File: src/rtl/tiny_cpu_controller.sv
// rtl/tiny_cpu_controller.sv - multi-cycle control FSM for the tiny RISC datapath; `define MEM_WAIT_EN adds the mem_ready wait-state handshake with timeout
module tiny_cpu_controller #(
  parameter int WR_PULSE    = 1,
  parameter int MEM_TIMEOUT = 8
) (
  input  logic       clk,
  input  logic       reset,
  input  logic [1:0] op_code,
  input  logic       run,
  input  logic       mem_ready,
  output logic       ir_on_adr,
  output logic       pc_on_adr,
  output logic       data_on_dbus,
  output logic       dbus_on_data,
  output logic       alu_on_dbus,
  output logic       ld_ir,
  output logic       ld_ac,
  output logic       ld_pc,
  output logic       inc_pc,
  output logic       clr_pc,
  output logic       pass,
  output logic       add,
  output logic       rd_mem,
  output logic       wr_mem,
  output logic       instr_done,
  output logic       halted,
  output logic       bus_err,
  output logic [3:0] state
);

  localparam logic [3:0] ST_RESET     = 4'd0;
  localparam logic [3:0] ST_FETCH     = 4'd1;
  localparam logic [3:0] ST_DECODE    = 4'd2;
  localparam logic [3:0] ST_LDA       = 4'd3;
  localparam logic [3:0] ST_STA_SETUP = 4'd4;
  localparam logic [3:0] ST_STA_WR    = 4'd5;
  localparam logic [3:0] ST_STA_HOLD  = 4'd6;
  localparam logic [3:0] ST_ADD       = 4'd7;
  localparam logic [3:0] ST_JMP       = 4'd8;
  localparam logic [3:0] ST_HALT      = 4'd9;

  logic [3:0] state_next;
  logic [3:0] boundary_next;
  logic [3:0] pulse_cnt;
  logic       pulse_done;
  logic       mem_ok;
  logic       timeout;

  // Last cycle of the write pulse; the counter saturates here while a wait extends STA_WR.
  assign pulse_done    = (pulse_cnt == 4'(WR_PULSE - 1));
  assign boundary_next = run ? ST_FETCH : ST_HALT;

`ifdef MEM_WAIT_EN
  logic [7:0] wait_cnt;
  logic       waiting;
  logic       bus_err_q;

  assign mem_ok  = mem_ready;
  assign waiting = (state == ST_FETCH) || (state == ST_LDA) ||
                   ((state == ST_STA_WR) && pulse_done);
  assign timeout = waiting && !mem_ready && (wait_cnt == 8'(MEM_TIMEOUT - 1));
  assign bus_err = bus_err_q;

  // Stall counter restarts on every state change; the error flag is sticky until reset.
  always_ff @(posedge clk) begin
    if (reset) begin
      wait_cnt  <= '0;
      bus_err_q <= 1'b0;
    end else begin
      if (state_next != state) begin
        wait_cnt <= '0;
      end else if (waiting && !mem_ready) begin
        wait_cnt <= wait_cnt + 8'd1;
      end
      if (timeout) begin
        bus_err_q <= 1'b1;
      end
    end
  end
`else
  logic [8:0] unused_cfg;

  assign unused_cfg = {mem_ready, 8'(MEM_TIMEOUT)};
  assign mem_ok     = 1'b1;
  assign timeout    = 1'b0;
  assign bus_err    = 1'b0;
`endif

  // State register.
  always_ff @(posedge clk) begin
    if (reset) begin
      state <= ST_RESET;
    end else begin
      state <= state_next;
    end
  end

  // Write-pulse counter, zero whenever the FSM is outside STA_WR.
  always_ff @(posedge clk) begin
    if (reset || (state != ST_STA_WR)) begin
      pulse_cnt <= '0;
    end else if (!pulse_done) begin
      pulse_cnt <= pulse_cnt + 4'd1;
    end
  end

  // Next-state sequencing; run is only honoured at instruction boundaries and in HALT.
  always_comb begin
    state_next = ST_RESET;
    case (state)
      ST_RESET:     state_next = boundary_next;
      ST_FETCH:     state_next = timeout ? ST_HALT : (mem_ok ? ST_DECODE : ST_FETCH);
      ST_DECODE: begin
        case (op_code)
          2'b00:   state_next = ST_LDA;
          2'b01:   state_next = ST_STA_SETUP;
          2'b10:   state_next = ST_ADD;
          default: state_next = ST_JMP;
        endcase
      end
      ST_LDA:       state_next = timeout ? ST_HALT : (mem_ok ? boundary_next : ST_LDA);
      ST_STA_SETUP: state_next = ST_STA_WR;
      ST_STA_WR:    state_next = timeout ? ST_HALT :
                                 ((pulse_done && mem_ok) ? ST_STA_HOLD : ST_STA_WR);
      ST_STA_HOLD:  state_next = boundary_next;
      ST_ADD:       state_next = boundary_next;
      ST_JMP:       state_next = boundary_next;
      ST_HALT:      state_next = (run && !bus_err) ? ST_FETCH : ST_HALT;
      default:      state_next = ST_RESET;
    endcase
  end

  // Moore output decode; loads that capture memory data wait for mem_ok.
  always_comb begin
    ir_on_adr    = 1'b0;
    pc_on_adr    = 1'b0;
    data_on_dbus = 1'b0;
    dbus_on_data = 1'b0;
    alu_on_dbus  = 1'b0;
    ld_ir        = 1'b0;
    ld_ac        = 1'b0;
    ld_pc        = 1'b0;
    inc_pc       = 1'b0;
    clr_pc       = 1'b0;
    pass         = 1'b0;
    add          = 1'b0;
    rd_mem       = 1'b0;
    wr_mem       = 1'b0;
    instr_done   = 1'b0;
    halted       = 1'b0;
    case (state)
      ST_RESET: clr_pc = 1'b1;
      ST_FETCH: begin
        pc_on_adr    = 1'b1;
        rd_mem       = 1'b1;
        data_on_dbus = 1'b1;
        ld_ir        = mem_ok;
        inc_pc       = mem_ok;
      end
      ST_LDA: begin
        ir_on_adr    = 1'b1;
        rd_mem       = 1'b1;
        data_on_dbus = 1'b1;
        ld_ac        = mem_ok;
        instr_done   = mem_ok;
      end
      ST_STA_SETUP, ST_STA_WR, ST_STA_HOLD: begin
        ir_on_adr    = 1'b1;
        pass         = 1'b1;
        alu_on_dbus  = 1'b1;
        dbus_on_data = 1'b1;
        wr_mem       = (state == ST_STA_WR);
        instr_done   = (state == ST_STA_HOLD);
      end
      ST_ADD: begin
        add         = 1'b1;
        alu_on_dbus = 1'b1;
        ld_ac       = 1'b1;
        instr_done  = 1'b1;
      end
      ST_JMP: begin
        ld_pc      = 1'b1;
        instr_done = 1'b1;
      end
      ST_HALT:  halted = 1'b1;
      default:  ;
    endcase
  end

endmodule

File: config.mk
export PLATFORM = sky130hd
export DESIGN_NAME = tiny_cpu_controller
export DESIGN_NICKNAME = d
export VERILOG_FILES = /design/src/rtl/tiny_cpu_controller.sv
export SDC_FILE = /design/constraint.sdc
export NUM_CORES = 1
export LEC_CHECK = 0
export ABC_AREA = 1
export CORE_MARGIN = 2
export CORE_UTILIZATION = 43
export DETAILED_ROUTE_END_ITERATION = 6
export GPL_ROUTABILITY_DRIVEN = 0
export GPL_TIMING_DRIVEN = 0
export PLACE_DENSITY = 0.83
export SYNTH_ARGS = -nofsm -noshare
export SYNTH_HDL_FRONTEND = slang
export SYNTH_SLANG_ARGS = --single-unit
File: constraint.sdc
create_clock -name clk -period 1.94 [get_ports clk]
set_input_delay 0.388 -clock clk [delete_from_list [all_inputs] [get_ports clk]]
set_output_delay 0.388 -clock clk [all_outputs]
set_load 0.01 [all_outputs]
Word level (Yosys, flattened, before mapping)
Index checks and enable logic that the tools add are counted.
- bits in registers: 8
- bits in latches: 0
- bits in writable memories: 0
- bits in read-only memories: 0
- input port bits: 6
- output and inout bits: 21
- logic and storage cells: 42
- memories kept: 0
- add/subtract/negate cells: 1
- multiply operators: 0
- divide/modulo/power cells: 0
- order comparisons: 0
- equality and inequality tests: 12
- shift operators: 0
- multiplexer cells: 16
- bitwise gates (word level): 0
- reductions and logical operators: 11
- operators with widths (kind ; number):
    4-bit case mux with 5 select lines ; 1
    4-bit by 3-bit == test with 1-bit output, second input constant ; 4
    4-bit case mux with 3 select lines ; 1
    1-bit 2-to-1 mux ; 11
    4-bit by 2-bit == test with 1-bit output, second input constant ; 2
    4-bit == test, second input constant ; 2
    4-bit logical NOT ; 2
    4-bit OR reduction ; 2
    3-bit OR reduction ; 2
    6-bit OR reduction ; 1
    4-bit by 1-bit adder with 4-bit output, second input constant ; 1
    4-bit by 1-bit == test with 1-bit output, second input constant ; 1
    4-bit 2-to-1 mux ; 1
    4-bit by 3-bit inequality test with 1-bit output, second input constant ; 1
    2-bit OR reduction ; 2
    2-bit by 1-bit == test with 1-bit output, second input constant ; 1
    2-bit == test, second input constant ; 1
    2-bit logical NOT ; 1
    2-bit 2-to-1 mux ; 1
    1-bit case mux with 2 select lines ; 1
    1-bit logical OR ; 1

Depth between registers and ports, before layout
Gate-level depths: netlist (run 1).
- depth in word-level cells: 3
- gate-level depth with buffers: 7
- gate-level depth less buffers: 7

Worst setup path before layout (run 1)
OpenSTA, ideal clock, no wires.
- path type: flip-flop to output port
- start: reg state[3]
- end: out ld_ir
- arrival: 1.242 ns
- data required time: 1.552 ns
- setup slack: 0.310 ns
- cell stages (with the launch flop): 5
- path buffers: 1
- cell sequence: dfxtp_1 nor2_1 inv_1 nor3_1 buf_4
- word-level cells in the longest chain between the ends: 2
- RTL lines (what ; line ; source):
    start, declared ; 28 ; output logic [3:0] state
    start signal, assigned ; 94 ; state <= state_next;
    4-bit by 1-bit == test with 1-bit output ; -- ;
    1-bit 2-to-1 mux ; -- ;
    end, declared ; 16 ; output logic ld_ir,
No other way between the ends.

Worst setup path after layout (run 1)
- start: reg state[3]
- end: out add
- word-level cells in the longest chain between the ends: 2
- RTL lines (what ; line ; source):
    4-bit by 3-bit == test with 1-bit output ; 151 ; case (state)
    1-bit 2-to-1 mux ; 151 ;
    end, declared ; 22 ; output logic add,
No other way between the ends.

==> results of run 1 <==
-- kinds of logic after synthesis --
family / synth area share
and+or+nand+nor: 0.2896
buffers and inverters: 0.1839
AOI/OAI and AO/OA: 0.1141
DFF: 0.2706
adders and majority gates: 0.1057
xor gates and xnor gates: 0.02960
other: 0.006336
-- Yosys cell counts --
cell	n
inv_1	17
nor2_1	15
nand2_1	14
dfxtp_1	8
buf_4	5
ha_1	5
a21oi_1	3
inv_2	2
o21bai_1	2
a211oi_2	1
a21oi_2	1
conb_1	1
nand2_2	1
nand3_1	1
nand3_2	1
nor2_2	1
nor2_4	1
nor3_1	1
nor3_2	1
o21ai_0	1
o21ai_1	1
o22ai_1	1
or2_4	1
xnor2_1	1
xor2_1	1
-- worst min path at each step --
stage                 start           end  slack, ns  cells past startpoint
5_1_grt        pulse_cnt[1]  pulse_cnt[1]       0.55                      2
3_3_place_gp   pulse_cnt[1]  pulse_cnt[1]       0.50                      2
2_1_floorplan         reset      state[0]       0.46                      1
3_5_place_dp   pulse_cnt[0]  pulse_cnt[0]       0.51                      2
4_1_cts        pulse_cnt[0]  pulse_cnt[0]       0.53                      2
6_report       pulse_cnt[0]  pulse_cnt[0]       0.52                      2
-- worst reg2reg max path, cell delays in order, from the launching register on --
cell and delay, ns:
dfxtp_1 0.38, inv_1 0.07, ha_1 0.19, nand2_1 0.12
inv_1 0.12, nor2_1 0.13, a211oi_2 0.06
-- metrics by stage --
step / utilization / instance area, um^2 / total power [mW]
floorplan: - / 591.8 / 0.5562
global placement: 0.6538 / 850.8 / 0.8587
detailed placement: 0.6538 / 850.8 / 0.8680
CTS: 0.6933 / 902.1 / 1.024
global route: 0.7067 / 919.6 / 1.108
finish: 0.7067 / 919.6 / 1.015
-- where the power goes --
| group | leakage [nW] | internal (mW) | switching (mW) |
|---|---|---|---|
| registers | 0.0669 | 0.201 | 0.0476 |
| clock network | 0.0138 | 0.0711 | 0.0607 |
| logic | 0.483 | 0.330 | 0.304 |
-- state kept, by name, indices dropped and copies added, names as in the netlist --
| register | count |
|---|---|
| state | 4 |
| pulse_cnt | 4 |
-- what timing repair did --
item                       CTS  global route
setup buffers                2             0
setup endpoints to repair   12             6
pin swaps                    2             0
gates resized for setup     18             7
-- placed cells by master, fill, tap and decap left out, types with 2 or more instances in the layout --
cell / n
a21oi_1: 3
buf_4: 9
clkbuf_4: 3
clkdlybuf4s50_1: 10
dfxtp_1: 4
dfxtp_2: 3
dlygate4sd2_1: 6
dlymetal6s2s_1: 6
ha_1: 5
inv_1: 17
inv_2: 2
nand2_1: 14
nor2_1: 11
nor2_2: 5
o21bai_1: 2
-- layer usage --
metal | global-route usage | vias to the layer above | wire, um | share of wire
li1 | - | 317 | - | -
met3 | 0.03261 | 5 | 100 | 0.074
met1 | 0.1803 | 288 | 509 | 0.37
met4 | 0.1210 | 0 | 38 | 0.028
met5 | 0 | - | 0 | 0
met2 | 0.3828 | 22 | 712 | 0.52
-- final cells by class --
| cell class | instances | area, um^2 |
|---|---|---|
| clock buffers | 3 | 22.52 |
| well taps | 15 | 18.77 |
| multi-input cells | 55 | 344.1 |
| plain buffers | 5 | 37.54 |
| fillers | 104 | 381.6 |
| repair buffers | 26 | 257.7 |
| flip-flops and latches | 8 | 167.7 |
| inverters | 19 | 71.32 |
==> flow_summary_export.csv, run 1 <==
group,metric,value,unit
status,status,"finished clean",
yosys,yosysWarnings,0,
critical_path,r2r_setup_slack,0.76,ns
final_layout,syn_to_final_growth,55.39,%
floorplan,core,1301,um^2
critical_path,critPathKind,"flop to primary output",
sta,hold_ws,0.5182,ns
yosys,synth.area.top_cells,"dfxtp_1 27%, inv_1 11%, ha_1 11%",
drt,num_vias,632,
sta,fin_setup_tns,0,ns
drt,viasPerCell,4.824,
drt,ant_nets,0,
final_layout,layout-drive-gt1-share,0.2672,
clock_tree,clk_latency,0.26,ns
sta,drv_slew,0,
critical_path,r2r-start,"pulse_cnt[0]",
critical_path,crit_family,"buffers and inverters",
clock_tree,cts_hold_buf,0,
clock_tree,cts_buffers,3,
min_path,hold_class,"flop to flop",
critical_path,worst_setup_path_end_kind,"primary output",
critical_path,worst-path-buf-inv,2,
global_route,overflow,0,
yosys,yosysSeqAreaShare,0.2706,
critical_path,crit_fanout,4,
critical_path,reg2reg_to,"pulse_cnt[1]",
critical_path,critPathMaxStageDelay,0.53,ns
placed_design,place_ws,-0.1320,ns
sta,setup_viol,0,
yosys,syn-instance-count,87,
clock_tree,clk_pin_slew,0.05,ns
floorplan,io_pins,27,
sta,fmaxAchievable,540.5,MHz
global_route,antenna_found_initial,0,
drt,drt-total-wl,1359,um
sta,rsz0062_at_grt,"no",
global_route,grt_pass1_vias,541,
clock_tree,h-tree-depth,1,
floorplan,row_count,13,
yosys,yosysUniqueCellTypes,25,
yosys,mappedNetlistNets,98,
critical_path,crit_start,"state[3]",
final_layout,final_cells,131,
clock_tree,cts-root-buf,"clkbuf_4",
global_route,grtUsageTotal,0.1948,
clock_tree,cts.path.max_buffers,2,
final_layout,final_nets,129,
drt,first_pass_iters,4,
critical_path,slowest_stage,"clkdlybuf4s50_1",
floorplan,chipWidth,41.10,um
power,power_density,1103,nW/um^2
clock_tree,clock-sinks,8,
sta,fin_ws,0.08992,ns
critical_path,worstPathCellList,"inv_1 -> nand2_1 -> nor2_1 -> clkdlybuf4s50_1",
yosys,synth_area,591.8,um^2
drt,first_iter_violations,16,
yosys,ys_seq_elements,8,
sta,clock_skew,0.002984,ns
placed_design,place_hpwl,1046,um
critical_path,cp.arrival,1.46,ns
final_layout,n_antenna_cell,0,
yosys,synth_top_cell_area_share,0.2706,
floorplan,fp.dieH,41.10,um
yosys,yosysTopAreaCell,"dfxtp_1",
critical_path,worstSetupEndpoint,"add",
critical_path,reg2regPathDepth,6,
drt,post_drt_wl_per_cell,10.37,um
clock_tree,cts_tree,"done",
critical_path,start_kind,"flop",
placed_design,port_buffers,24,
sta,period_share,0.9537,
sta,hold_viol,0,
power,leakage,0.5633,nW
floorplan,initial_core_util,0.4548,
floorplan,die-area,1689,um^2
placed_design,dpl.cell_count,126,
flow_run,drv_cap,0,
sta,layout_min_cycle_time,1.850,ns
power,ir_drop,0.0005105,V
global_route,grt_max_degree,8,
yosys,avgSynthCellArea,6.803,um^2
global_route,grt_pass1_wl,2125,um
drt,drc,0,
critical_path,cp.required,1.55,ns
critical_path,cp.depth,4,
No activity file was read; power rests on OpenSTA's default activity.
==> run 2, diff against run 1 <==
--- a/config.mk
+++ b/config.mk
@@ -12,6 +12,7 @@
 export GPL_ROUTABILITY_DRIVEN = 0
 export GPL_TIMING_DRIVEN = 0
 export PLACE_DENSITY = 0.83
+export SKIP_LAST_GASP = 1
 export SYNTH_ARGS = -nofsm -noshare
 export SYNTH_HDL_FRONTEND = slang
 export SYNTH_SLANG_ARGS = --single-unit
==> run 2 against run 1 <==
  * Die area unchanged
  * Non-clock buffer count stayed put
  * Sequential power grew 2%
  * Clock power about the same
  * Utilization is 1.6 points higher
  * Critical path depth stayed put
  * Global-route usage up 0.22 points
  * Cell count stayed put
==> flow_summary_export.csv, run 2 (synthesis results as in run 1) <==
group,metric,value,unit
min_path,hold_class,"flop to flop",
floorplan,row_count,13,
clock_tree,clock-sinks,8,
floorplan,initial_core_util,0.4548,
drt,drt-total-wl,1450,um
global_route,grt_pass1_vias,540,
placed_design,place_hpwl,1046,um
global_route,grtUsageTotal,0.1971,
status,status,"finished clean",
final_layout,top_regs,"pulse_cnt x4, state x4",
sta,fin_setup_tns,0,ns
critical_path,start_kind,"flop",
final_layout,layout-drive-gt1-share,0.2586,
final_layout,n_antenna_cell,0,
power,power_density,1105,nW/um^2
clock_tree,cts_tree,"done",
clock_tree,clk_pin_slew,0.05,ns
floorplan,die-area,1689,um^2
drt,first_pass_iters,4,
floorplan,core,1301,um^2
sta,fin_ws,0.07005,ns
global_route,grt_max_degree,8,
clock_tree,cts-root-buf,"clkbuf_4",
drt,first_iter_violations,15,
flow_run,drv_cap,0,
sta,layout_min_cycle_time,1.870,ns
global_route,grt_pass1_wl,2139,um
drt,viasPerCell,4.786,
global_route,overflow,0,
floorplan,fp.dieH,41.10,um
final_layout,seq_area,170.2,um^2
global_route,antenna_found_initial,0,
clock_tree,cts_buffers,3,
clock_tree,cts_hold_buf,0,
sta,rsz0062_at_grt,"yes",
clock_tree,h-tree-depth,1,
final_layout,final_nets,129,
critical_path,r2r-start,"pulse_cnt[0]",
placed_design,place_ws,-0.1320,ns
floorplan,chipWidth,41.10,um
placed_design,port_buffers,24,
final_layout,final_common_cell,"inv_1",
min_path,hold_start,"pulse_cnt[0]",
critical_path,worst_setup_path_end_kind,"primary output",
final_layout,syn_to_final_growth,58.99,%
placed_design,dpl.cell_count,126,
sta,hold_viol,0,
final_layout,final_cells,131,
power,finalPower,1.040,mW
power,leakage,0.6016,nW
drt,post_drt_wl_per_cell,11.07,um
sta,period_share,0.9639,
final_layout,final_core_util,0.7231,
sta,drv_slew,0,
critical_path,cp.arrival,1.48,ns
floorplan,io_pins,27,
clock_tree,clk_latency,0.26,ns
drt,drc,0,
critical_path,critPathKind,"flop to primary output",
sta,setup_viol,0,
sta,hold_ws,0.5181,ns
critical_path,crit_fanout,4,
drt,num_vias,627,
final_layout,postLayoutCellArea,940.9,um^2
sta,clock_skew,0.002967,ns
drt,ant_nets,0,
sta,fmaxAchievable,534.8,MHz
power,ir_drop,0.0004775,V
final_layout,n_fill_cell,105,
clock_tree,cts.path.max_buffers,2,
final_layout,multi_input_area,349.1,um^2
critical_path,crit_start,"state[3]",
final_layout,most-common-layout-cells,"16 x inv_1, 14 x nand2_1, 11 x nor2_1",
placed_design,place_area,850.8,um^2
critical_path,cp.required,1.55,ns
-- run 2: cell types whose count changed in the layout (fill, tap and decap cells not counted), sizes merged --
cell,previous run,this run
dlygate4sd2,6,5
dlymetal6s2s,6,9
buf,9,7
-- run 2: layout make-up --
cell class              instances  share of cell area
multi-input cells              55              0.3710
repair buffers                 26              0.2886
flip-flops and latches          8              0.1809
inverters                      19             0.07580
plain buffers                   5             0.03989
clock buffers                   3             0.02394
well taps                      15             0.01995
-- run 2: final timing paths --
path / cells after the start / slack (ns) / end
worst max-delay path: 4 / 0.07 / add
worst min-delay path: 2 / 0.52 / pulse_cnt[0]
worst max register to register: 6 / 0.76 / pulse_cnt[1]
worst min register to register: 2 / 0.52 / pulse_cnt[0]
-- run 2: power by group --
group | switching [mW] | internal (mW) | total [mW]
logic | 0.312 | 0.341 | 0.653
registers | 0.0518 | 0.203 | 0.255
clock network | 0.0607 | 0.0711 | 0.132
total | 0.424 | 0.615 | 1.04
-- run 2: metal layers --
metal,up-vias,track usage,routed length [um]
met1,285,0.1803,522
met5,-,0,0
li1,315,-,-
met2,22,0.3906,787
met3,5,0.03261,102
met4,0,0.1210,38
-- run 2: worst max-delay path, cell delays in order (launching register included) --
cell	delay [ns]
dfxtp_4	0.37
inv_1	0.10
nand2_1	0.11
nor2_1	0.10
clkdlybuf4s50_1	0.53
-- run 2: repair_timing --
| item | CTS | global route |
|---|---|---|
| endpoints found under the setup margin | 12 | 9 |
| setup buffers | 2 | 0 |
| resized for setup | 13 | 15 |
| pin swaps | 2 | 1 |
